[src/rtl/nano_rv32i_pkg.sv]
// Shared constants and types for the nano_rv32i core front end.
package nano_rv32i_pkg;

    localparam logic [31:0] RV_NOP           = 32'h0000_0013;
    localparam logic [31:0] PC_STEP          = 32'd4;
    localparam logic [31:0] RESET_PC_DEFAULT = 32'h0000_0000;

    typedef enum logic {
        RUN  = 1'b0,
        HALT = 1'b1
    } fetch_mode_e;

endpackage

[src/rtl/fetch_skid_buf.sv]
// One-entry holding buffer for a fetched instruction and its PC while decode stalls.
module fetch_skid_buf
    import nano_rv32i_pkg::*;
(
    input  logic        clk_i,
    input  logic        rst_i,
    input  logic        load,
    input  logic        drain,
    input  logic        flush,
    input  logic [31:0] ld_instr,
    input  logic [31:0] ld_pc,
    output logic        vld,
    output logic [31:0] instr,
    output logic [31:0] pc
);

    always_ff @(posedge clk_i) begin
        if (rst_i || flush) begin
            vld <= 1'b0;
        end else if (load) begin
            vld <= 1'b1;
        end else if (drain) begin
            vld <= 1'b0;
        end
    end

    // Payload carries no reset; it is only observed while vld is set.
    always_ff @(posedge clk_i) begin
        if (load) begin
            instr <= ld_instr;
            pc    <= ld_pc;
        end
    end

endmodule

[src/rtl/fetch_unit.sv]
// Instruction fetch stage: PC ownership, imem read issue, skid buffering and redirects.
// Optional misaligned-target halt is enabled by defining FETCH_MISALIGN_EN.
module fetch_unit
    import nano_rv32i_pkg::*;
#(
    parameter logic [31:0] RESET_PC = RESET_PC_DEFAULT
) (
    input  logic        clk_i,
    input  logic        rst_i,
    output logic [31:0] imem_addr_o,
    output logic        imem_rd_o,
    input  logic [31:0] imem_data_i,
    output logic [31:0] instr_o,
    output logic [31:0] pc_o,
    output logic        instr_valid_o,
    input  logic        instr_ready_i,
    input  logic        branch_taken_i,
    input  logic [31:0] branch_target_i,
    output logic        misalign_o
);

    logic [31:0] fetch_pc_p0;
    logic        inflight_vld_p1;
    logic [31:0] inflight_pc_p1;
    logic        skid_vld;
    logic [31:0] skid_instr;
    logic [31:0] skid_pc;
    fetch_mode_e mode_q, mode_d;
    logic        misalign_q, misalign_d;
    logic        issue;
    logic        skid_load;
    logic        present_vld;
    logic [31:0] redirect_pc;

`ifdef FETCH_MISALIGN_EN
    logic tgt_misaligned;
    assign redirect_pc    = branch_target_i;
    assign tgt_misaligned = |branch_target_i[1:0];
`else
    logic unused_tgt_lsb;
    assign redirect_pc    = {branch_target_i[31:2], 2'b00};
    assign unused_tgt_lsb = ^branch_target_i[1:0];
`endif

    // Mode FSM: a misaligned redirect parks fetch until an aligned redirect or reset.
    always_ff @(posedge clk_i) begin
        if (rst_i) begin
            mode_q     <= RUN;
            misalign_q <= 1'b0;
        end else begin
            mode_q     <= mode_d;
            misalign_q <= misalign_d;
        end
    end

    always_comb begin
        mode_d     = mode_q;
        misalign_d = misalign_q;
`ifdef FETCH_MISALIGN_EN
        if (branch_taken_i) begin
            if (tgt_misaligned) begin
                mode_d     = HALT;
                misalign_d = 1'b1;
            end else begin
                mode_d     = RUN;
                misalign_d = 1'b0;
            end
        end
`endif
    end

    assign misalign_o = misalign_q;

    // A new read may go out only if the word it returns has somewhere to land.
    assign issue = (mode_q == RUN) && !rst_i && !branch_taken_i &&
                   (instr_ready_i || (!skid_vld && !inflight_vld_p1));

    assign imem_rd_o   = issue;
    assign imem_addr_o = rst_i ? RESET_PC : fetch_pc_p0;

    // Stage p0 -> p1: fetch PC advances, issued address becomes the inflight tag.
    always_ff @(posedge clk_i) begin
        if (rst_i) begin
            fetch_pc_p0     <= RESET_PC;
            inflight_vld_p1 <= 1'b0;
            inflight_pc_p1  <= RESET_PC;
        end else begin
            if (branch_taken_i) begin
                fetch_pc_p0 <= redirect_pc;
            end else if (issue) begin
                fetch_pc_p0 <= fetch_pc_p0 + PC_STEP;
            end
            inflight_vld_p1 <= issue;
            if (issue) begin
                inflight_pc_p1 <= fetch_pc_p0;
            end
        end
    end

    assign skid_load = inflight_vld_p1 && !instr_ready_i && !branch_taken_i;

    fetch_skid_buf u_skid (
        .clk_i    (clk_i),
        .rst_i    (rst_i),
        .load     (skid_load),
        .drain    (instr_ready_i),
        .flush    (branch_taken_i),
        .ld_instr (imem_data_i),
        .ld_pc    (inflight_pc_p1),
        .vld      (skid_vld),
        .instr    (skid_instr),
        .pc       (skid_pc)
    );

    // Stage p1 -> decode: skid has priority since it always holds the older word.
    assign present_vld   = (skid_vld || inflight_vld_p1) && !branch_taken_i && !rst_i &&
                           (mode_q == RUN);
    assign instr_valid_o = present_vld;
    assign instr_o       = !present_vld ? RV_NOP : (skid_vld ? skid_instr : imem_data_i);
    assign pc_o          = rst_i ? RESET_PC : (skid_vld ? skid_pc : inflight_pc_p1);

endmodule

[config.mk]
export PLATFORM = sky130hd
export DESIGN_NAME = fetch_unit
export DESIGN_NICKNAME = d
export VERILOG_FILES = /design/src/rtl/nano_rv32i_pkg.sv /design/src/rtl/fetch_skid_buf.sv /design/src/rtl/fetch_unit.sv
export SDC_FILE = /design/constraint.sdc
export NUM_CORES = 1
export LEC_CHECK = 0
export CORE_MARGIN = 10
export CORE_UTILIZATION = 43
export CTS_BUF_LIST = sky130_fd_sc_hd__clkbuf_16
export DETAILED_ROUTE_END_ITERATION = 12
export GPL_TIMING_DRIVEN = 0
export PLACE_DENSITY_LB_ADDON = 0.2
export SLEW_MARGIN = 20
export SYNTH_ARGS = -nofsm -noshare
export SYNTH_HDL_FRONTEND = slang
export SYNTH_SLANG_ARGS = --single-unit
[constraint.sdc]
create_clock -name clk_i -period 6.75 [get_ports clk_i]
set_input_delay 1.0125 -clock clk_i [delete_from_list [all_inputs] [get_ports clk_i]]
set_output_delay 1.0125 -clock clk_i [all_outputs]
set_load 0.005 [all_outputs]
==> results.py <==
metrics = {
    "status": {
        "outcome": "complete, no violations",
    },
    "sta": {
        "worst_slew_pin_slew_ns": 0.784,
        "fin_worst_setup_slack_ns": 2.12,
        "slew_viol_final": 0,
        "setup_viol_count_final": 0,
        "slew_headroom_pct": 47.8,
        "final_hold_viol_count": 0,
        "timing.fmax_mhz": 216,
        "timing.final.crit_period_ns": 4.63,
        "min_period_over_period_pct": 68.5,
        "finClkSkew_ns": 0.00642,
        "rsz0062_at_grt": "false",
        "holdWs_ns": 0.456,
    },
    "worst_setup_path": {
        "cpLargestDelayFamily": "buffers and inverters",
        "critPathArrivalTime_ns": 3.61,
        "crit_fanout": 10,
        "critical_path.startpoint_type": "primary input",
        "critPathBufInv": 5,
        "timing_worst_setup_path_type": "in2out",
        "critical_path_s_slowest_cell": "clkdlybuf4s50_1",
        "end_kind": "primary output",
        "critical_path_required_ns": 5.74,
        "setup.worst_path.start": "rst_i",
        "worst_reg2reg_endpoint": "inflight_pc_p1[4]",
        "crit_chain": "clkdlybuf4s50_1 -> clkbuf_1 -> clkbuf_1 -> buf_1 -> nor2_1 -> clkdlybuf4s50_1",
        "cp_slowest_stage_delay_ns": 0.54,
        "worst_case_register_to_register_setup_slack_ns": 4.54,
        "worst_r2r_path_depth": 6,
        "r2r_start": "inflight_vld_p1",
    },
    "synth": {
        "synthCells": 584,
        "synth_area_leader_cell": "edfxtp_1",
        "post_synth.cell_area_avg_um2": 9.99,
        "ys.warnings.count": 0,
        "async_reset_ff_share_pct": 0,
        "post_synth_num_cell_types": 42,
        "synth_enable_flop_cells": 62,
        "synth_area_leaders": "edfxtp_1 32%, dfxtp_1 21%, mux2i_1 11%",
        "synth_simple_gate_area_share_pct": 20.7,
        "synth_top_cells_by_count": "83 x nor2_1, 70 x nand2_1, 65 x mux2i_1",
        "yosys_register_bits": 124,
        "synth_fa_ha_area_share_pct": 0.214,
        "synth.most_common_cell": "nor2_1",
        "synth_top_family_by_area": "simple AND/OR/NAND/NOR gates",
        "post_synth_top_area_share_pct": 31.9,
        "synth-compound-area-share_pct": 7.36,
        "netlist_area_um2": 5830,
        "yosys.area_share.xor_xnor_pct": 3.45,
        "synth_flop_cell": "edfxtp_1",
        "share_of_the_yosys_chip_area_belonging_to_registers_pct": 53.2,
        "muxShareOfSynthArea_pct": 11.5,
    },
    "grt": {
        "grt.overflow.total": 0,
        "grt_util_all_layers_pct": 17.8,
        "first_global_vias": 5010,
        "antenna_violations_before_repair": 0,
        "use_met2_pct": 29.3,
        "grt_util_met1_pct": 21.6,
        "grt_start_max_net_pins": 17,
        "grt_first_pass_wirelength_um": 26200,
        "grt.met3_usage_pct": 5.46,
        "busiest_layer": "met2",
    },
    "placed_design": {
        "dp.final_hpwl_um": 13000,
        "io_buffer_count": 158,
        "post_place_setup_slack_ns": 2.17,
        "numPlacedInstances": 929,
        "globalplace.congestion": 0.866,
    },
    "layout": {
        "num-nets-final": 841,
        "num_antenna_cells": 0,
        "drive_above_1_share_pct": 6.37,
        "final_util_pct": 62.3,
        "syn_to_final_growth_pct": 41.5,
        "fin_cells": 961,
    },
    "cts": {
        "register_clock_pin_slew_on_the_reported_worst_setup_and_hold_paths_ns": 0.05,
        "root_buffer": "clkbuf_16",
        "clkLatencyLatePin_ns": 0.41,
        "number_of_buffers_added_by_the_clock_tree_synthesis_step": 17,
        "cts_tree": "built",
        "htree_num_levels": 4,
        "cts_post_setup_buffers_inserted": 0,
        "cts_num_sinks": 124,
        "cts_repair_resize_count": 0,
        "post_cts_hold_buffer_count": 0,
        "cts-root-to-sink-buffers": 2,
    },
    "detailed_routing": {
        "via_count": 4894,
        "wl_per_cell_um": 17.6,
        "drt_pre_antenna_iters": 5,
        "detail_route.drc_violations": 0,
        "via_per_inst": 5.09,
        "totalWireLength_um": 16900,
        "dr.first_iter.drc_count": 270,
        "detail_route_antenna_nets": 0,
    },
    "floorplan": {
        "die_area_um2": 18600,
        "start_util_pct": 44.1,
        "core.rowCount": 42,
        "floorplan.die.width_um": 136,
        "ioPinCount": 167,
        "dieHeight_um": 136,
        "coreArea_um2": 13200,
    },
    "hold_path": {
        "hp_class": "reg2reg",
        "hold_path_cells": 0,
        "capture_endpoint_of_the_worst_hold_path": "u_skid.pc[25]",
        "timing.hold.worst.start": "inflight_pc_p1[25]",
    },
    "power_and_ir_drop": {
        "powerDensity_nw_per_um2": 225,
        "vdd_drop_max_mv": 0.150,
        "post-layout-total-power_mw": 1.86,
        "leakagePower_nw": 2.82,
    },
    "run": {
        "max-cap-violations": 0,
    },
}
-- worst max-delay path by stage --
stage	end	depth (start not counted)
6_report	pc_o[16]	6
5_1_grt	pc_o[14]	6
4_1_cts	pc_o[16]	6
3_5_place_dp	pc_o[16]	6
3_3_place_gp	u_skid.instr[2]	3
2_1_floorplan	u_skid.instr[0]	3
-- layout make-up --
class	instances	area (µm²)
sequential	124	3100
inverter	6	22.5
clock inverter	14	87.6
timing repair buffer	165	1640
buffer	42	179
clock buffer	18	450
fill	1109	4990
multi-input combinational	416	2550
tap	176	220
-- placed cells by master, fill, tap and decap left out, types with 2 or more instances in the layout --
cell             count
xor2_1              16
nand2_1             70
mux2_2               2
nand3_1             14
buf_4               10
edfxtp_1            62
a21oi_1             18
buf_6                2
o21ai_0             25
inv_1               10
o22ai_1              2
a211oi_1            13
and2_1               3
dfxtp_1             62
nor2b_1             30
buf_2                2
clkbuf_16           18
nor3_1               4
nand2b_1            22
xnor2_1              7
clkbuf_1            23
buf_1               12
clkinv_1             2
nand4_1             14
clkdlybuf4s50_1    158
clkinv_2             7
a31oi_1              5
conb_1               5
mux2i_1             65
and3_1               2
nor2_1              83
-- through the flow --
step	setup TNS (ns)	area, µm²
finish	0	8250
global route	0	8250
CTS	0	8250
detailed placement	0	7720
global placement	-125.90	7650
floorplan	0	5850
-- kinds of logic after synthesis --
logic type / count (synthesis)
buffers and inverters: 48
XOR/XNOR: 23
adder cells (fa/ha/maj): 1
AO/OA/AOI/OAI: 69
other: 1
flip-flops: 124
multiplexers: 67
AND/OR/NAND/NOR: 251
-- layer usage --
layer	wire length (µm)	vias up
met1	7480	2293
met5	0	-
met3	1340	25
met4	246	0
met2	7870	176
li1	-	2400
-- sequential cells by signal, indices dropped and copies added (netlist names) --
| signal | count |
|---|---|
| fetch_pc_p0 | 30 |
| inflight_pc_p1 | 30 |
| inflight_vld_p1 | 1 |
| u_skid.instr | 32 |
| u_skid.pc | 30 |
| u_skid.vld | 1 |
-- power breakdown --
| group | switching (mW) | total (mW) | internal, mW |
|---|---|---|---|
| registers | 0.0290 | 0.847 | 0.818 |
| logic | 0.0871 | 0.191 | 0.104 |
| clock network | 0.309 | 0.823 | 0.513 |
| total | 0.425 | 1.86 | 1.43 |
Note: power is estimated with default switching activity, not from simulation.
